$ cat src/rtl/mem_arbiter.sv
// Two-port arbiter sharing one single-port memory between instruction fetch and load/store.
// One access in flight at a time; data has priority but yields to fetch after a bounded streak.
module mem_arbiter #(
    parameter int ADDR_W          = 32,
    parameter int DATA_W          = 32,
    parameter int MEM_LAT         = 2,
    parameter int MAX_DATA_STREAK = 4
) (
    input  logic              clk,
    input  logic              reset,
    input  logic              if_req,
    input  logic [ADDR_W-1:0] if_addr,
    output logic              if_gnt,
    output logic              if_valid,
    output logic [DATA_W-1:0] if_rdata,
    input  logic              d_req,
    input  logic              d_we,
    input  logic [ADDR_W-1:0] d_addr,
    input  logic [DATA_W-1:0] d_wdata,
    output logic              d_gnt,
    output logic              d_valid,
    output logic [DATA_W-1:0] d_rdata,
    output logic              mem_en,
    output logic              mem_we,
    output logic [ADDR_W-1:0] mem_addr,
    output logic [DATA_W-1:0] mem_wdata,
    input  logic [DATA_W-1:0] mem_rdata,
    output logic              busy
);
    typedef enum logic [1:0] {IDLE = 2'd0, ISSUE = 2'd1, WAIT = 2'd2} state_t;

    localparam logic [3:0] LAT_LOAD   = 4'(MEM_LAT - 1);
    localparam logic [3:0] STREAK_MAX = 4'(MAX_DATA_STREAK);

    state_t            state_reg, state_next;
    logic [3:0]        cnt_reg;
    logic [3:0]        streak_reg;
    logic              owner_d_reg;
    logic              we_reg;
    logic [ADDR_W-1:0] addr_reg;
    logic [DATA_W-1:0] wdata_reg;
    logic [DATA_W-1:0] if_rdata_reg, d_rdata_reg;
    logic              if_valid_reg, d_valid_reg;
    logic              accept, pick_d, done;

    always_comb begin
        state_next = state_reg;
        accept     = 1'b0;
        pick_d     = 1'b0;
        done       = 1'b0;
        mem_en     = 1'b0;
        if_gnt     = 1'b0;
        d_gnt      = 1'b0;
        case (state_reg)
            IDLE: begin
                accept = if_req | d_req;
                // Data wins ties until it has used up its streak allowance.
                pick_d = d_req & (~if_req | (streak_reg < STREAK_MAX));
                if (accept) state_next = ISSUE;
            end
            ISSUE: begin
                mem_en     = 1'b1;
                if_gnt     = ~owner_d_reg;
                d_gnt      = owner_d_reg;
                state_next = WAIT;
            end
            WAIT: begin
                done = (cnt_reg == 4'd0);
                if (done) state_next = IDLE;
            end
            default: state_next = IDLE;
        endcase
    end

    always_ff @(posedge clk or posedge reset) begin
        if (reset) begin
            state_reg    <= IDLE;
            cnt_reg      <= '0;
            streak_reg   <= '0;
            owner_d_reg  <= 1'b0;
            we_reg       <= 1'b0;
            addr_reg     <= '0;
            wdata_reg    <= '0;
            if_rdata_reg <= '0;
            d_rdata_reg  <= '0;
            if_valid_reg <= 1'b0;
            d_valid_reg  <= 1'b0;
        end else begin
            state_reg    <= state_next;
            if_valid_reg <= done & ~owner_d_reg;
            d_valid_reg  <= done & owner_d_reg;
            if (accept) begin
                owner_d_reg <= pick_d;
                addr_reg    <= pick_d ? d_addr : if_addr;
                we_reg      <= pick_d & d_we;
                if (pick_d) wdata_reg <= d_wdata;
                if (pick_d && if_req)
                    streak_reg <= (streak_reg == STREAK_MAX) ? STREAK_MAX : streak_reg + 4'd1;
                else
                    streak_reg <= '0;
            end
            if (state_reg == ISSUE)
                cnt_reg <= LAT_LOAD;
            else if (state_reg == WAIT && !done)
                cnt_reg <= cnt_reg - 4'd1;
            // Stores complete without touching the load data register.
            if (done) begin
                if (!owner_d_reg)
                    if_rdata_reg <= mem_rdata;
                else if (!we_reg)
                    d_rdata_reg <= mem_rdata;
            end
        end
    end

    assign busy      = (state_reg != IDLE);
    assign mem_we    = we_reg;
    assign mem_addr  = addr_reg;
    assign mem_wdata = wdata_reg;
    assign if_rdata  = if_rdata_reg;
    assign d_rdata   = d_rdata_reg;
    assign if_valid  = if_valid_reg;
    assign d_valid   = d_valid_reg;

endmodule

$ cat config.mk
export PLATFORM = sky130hd
export DESIGN_NAME = mem_arbiter
export DESIGN_NICKNAME = d
export VERILOG_FILES = /design/src/rtl/mem_arbiter.sv
export SDC_FILE = /design/constraint.sdc
export NUM_CORES = 1
export LEC_CHECK = 0
export ABC_AREA = 1
export BUFFER_PORTS_ARGS = -buffer_cell sky130_fd_sc_hd__buf_2
export CORE_MARGIN = 3
export CORE_UTILIZATION = 48
export CTS_BUF_LIST = sky130_fd_sc_hd__clkbuf_16
export DETAILED_ROUTE_END_ITERATION = 10
export PLACE_DENSITY = 0.84
export SLEW_MARGIN = 25
export SYNTH_ARGS = -nofsm -noshare
export SYNTH_HDL_FRONTEND = slang
export SYNTH_SLANG_ARGS = --single-unit
export TNS_END_PERCENT = 30
$ cat constraint.sdc
create_clock -name clk -period 4.85 [get_ports clk]
set_clock_uncertainty 0.2 [all_clocks]
set_input_delay 0.485 -clock clk [delete_from_list [all_inputs] [get_ports clk]]
set_output_delay 0.485 -clock clk [all_outputs]
set_load 0.05 [all_outputs]
==> flow_metrics.py <==
metrics = {
    "floorplanning": {
        "rows": 40,
        "dieArea_um2": 14100,
        "top_level_ports": 268,
        "chipWidth_um": 119,
        "start_util": 0.500,
        "coreArea_um2": 12200,
        "chipHeight_um": 119,
    },
    "clocking": {
        "clk_pin_slew_ps": 60,
        "cts_sinks": 142,
        "cts_htree_levels": 4,
        "clockBufferDepth": 2,
        "post_cts_buffers": 0,
        "ctsHoldBuffers": 0,
        "clock_latency_ps": 410,
        "cts_buffers": 17,
        "cts_tree": "yes",
        "cts_resized": 0,
        "cts-root-buf": "clkbuf_16",
    },
    "sta": {
        "finalSetupViolations": 0,
        "period_needed_ps": 2050,
        "fin_crit_sh": 0.424,
        "worst_slew_pin_slew_ps": 734,
        "drv_slew": 0,
        "maxSlewHeadroom": 0.511,
        "timing.final.ws_setup_ps": 2800,
        "rsz0062_at_grt": "no",
        "hold_viol": 0,
        "max_freq_mhz": 487,
        "tns_ps": 0,
    },
    "layout": {
        "antennaDiodeCount": 0,
        "final_area_um2": 8090,
        "stdcell_count": 1161,
        "drive_gt1_frac": 0.317,
        "nets": 1117,
        "area_delta_synth_final_pct": 32.5,
    },
    "detailed_routing": {
        "drt_first_pass_iters": 5,
        "ant_nets": 0,
        "drtIter0Drc": 483,
        "wl_per_cell_um": 13.6,
        "vias": 5570,
        "via_per_inst": 4.80,
        "drc": 0,
        "drt-total-wl_um": 15800,
    },
    "global_routing": {
        "grt-ovfl-total": 0,
        "grt_usage": 0.222,
        "grt_pass1_vias": 5245,
        "grt_max_degree": 112,
        "grt_pass1_wl_um": 25400,
        "antenna_found_initial": 0,
    },
    "setup_path": {
        "crit_path_end_kind": "output port",
        "crit_type": "reg -> out",
        "crit_required_ps": 4160,
        "crit_arrival_ps": 1370,
        "cp_max_fo": 5,
        "crit_path_start_kind": "flip-flop",
    },
    "yosys": {
        "synth_top_family_by_area": "simple AND/OR/NAND/NOR gates",
        "synthMuxAreaShare": 0,
        "synth_top_cell_area_share": 0.582,
        "synth.yosys.seq_area_share": 0.582,
        "synth-seq-cells": 142,
        "synthFlopType": "dfrtp_1",
        "synth-edff-count": 0,
        "synth_adder_area_share": 0.00615,
        "synth_cells": 728,
        "yosysUniqueCellTypes": 22,
        "synth_top_cells_by_count": "nand2_1, dfrtp_1, inv_1",
        "yosys.area_share.simple": 0.245,
        "synth_area_um2": 6100,
        "async_flop_share": 1.00,
        "yosys_warnings": 0,
        "syn-num-nets": 864,
        "synth_compound_area_frac": 0.0609,
        "synth.most_common_cell": "nand2_1",
        "yosys.area.top_type": "dfrtp_1",
        "ys_top_cells_by_area": "dfrtp_1, nand2_1, nand3_1",
        "avgSynthCellArea_um2": 8.38,
        "synth_xor_area_frac": 0.00287,
    },
    "placement": {
        "dp_hpwl_um": 10900,
        "dp.cells": 1130,
        "gp_congestion": 0.842,
        "io_buffers": 267,
        "place_ws_ps": 2680,
        "placedInstanceArea_um2": 7510,
    },
    "run_status": {
        "status": "completed",
    },
    "worst_hold_path": {
        "hp-class": "in -> async",
    },
    "run": {
        "maxCapViolCount": 0,
    },
}
==> critical path, stage by stage, from the launching register on <==
cell and delay [ps]:
dfrtp_1 370, inv_2 80, nand2_1 130, nor2_1 120, buf_2 280
==> cells in the final DEF (no fill, tap or decap), types with 2 or more instances in the layout <==
cell type     n
inv_1       109
buf_2       267
nand3_1     102
o21ai_0       6
clkinv_1      2
inv_2         4
nand3_2       2
clkbuf_16    17
clkinvlp_4    4
nor2_4        2
o21ai_1      64
dfrtp_1     142
o22ai_1       2
xor2_1        2
clkinv_4      2
ha_1          3
nor2_1        9
inv_6         3
buf_4         7
bufinv_16     2
nand2_2       2
nand2_1     236
==> per-stage QoR <==
stage / hold WS [ps] / util
after floorplan: 274 / -
after global placement: 249 / 0.615
after detailed placement: 253 / 0.615
after CTS: 89.0 / 0.662
after global routing: 73.1 / 0.662
final: 24.9 / 0.662
==> kinds of logic after synthesis <==
family	after synthesis
simple gates	355
buf+inv	153
flops	142
compound gates	73
fa+ha+maj	3
xor+xnor	2
==> layer usage <==
| metal | up-vias | share of wire | track usage |
|---|---|---|---|
| met1 | 2527 | 0.43 | 0.289 |
| met5 | - | 0 | 0 |
| met4 | 0 | 0.025 | 0.0912 |
| met2 | 261 | 0.47 | 0.356 |
| li1 | 2749 | - | - |
| met3 | 33 | 0.082 | 0.0569 |
==> path summary, 6_finish.rpt <==
| path | slack, ps | end | start | cells past startpoint |
|---|---|---|---|---|
| worst max-delay path | 2800 | if_gnt | state_reg[1] | 4 |
| worst min-delay path | 20 | mem_wdata[28] | reset | 2 |
| worst max register to register | 2810 | mem_addr[17] | state_reg[0] | 8 |
| worst min register to register | 260 | mem_wdata[23] | mem_wdata[23] | 2 |
| max in group asynchronous | 3490 | state_reg[1] | reset | 3 |
| min in group clk | 110 | mem_wdata[11] | d_wdata[11] | 3 |
==> area by class of cell <==
class                      count  area [um^2]
inverter                     113          432
clock buffer                  17          425
multi-input combinational    433         1930
tap                          168          210
fill                        1046         4130
sequential                   142         3550
clock inverter                14          145
timing repair buffer         274         1390
Power is not shown: default switching activity piles up to over one toggle a cycle in this logic, so the estimate is an artifact.
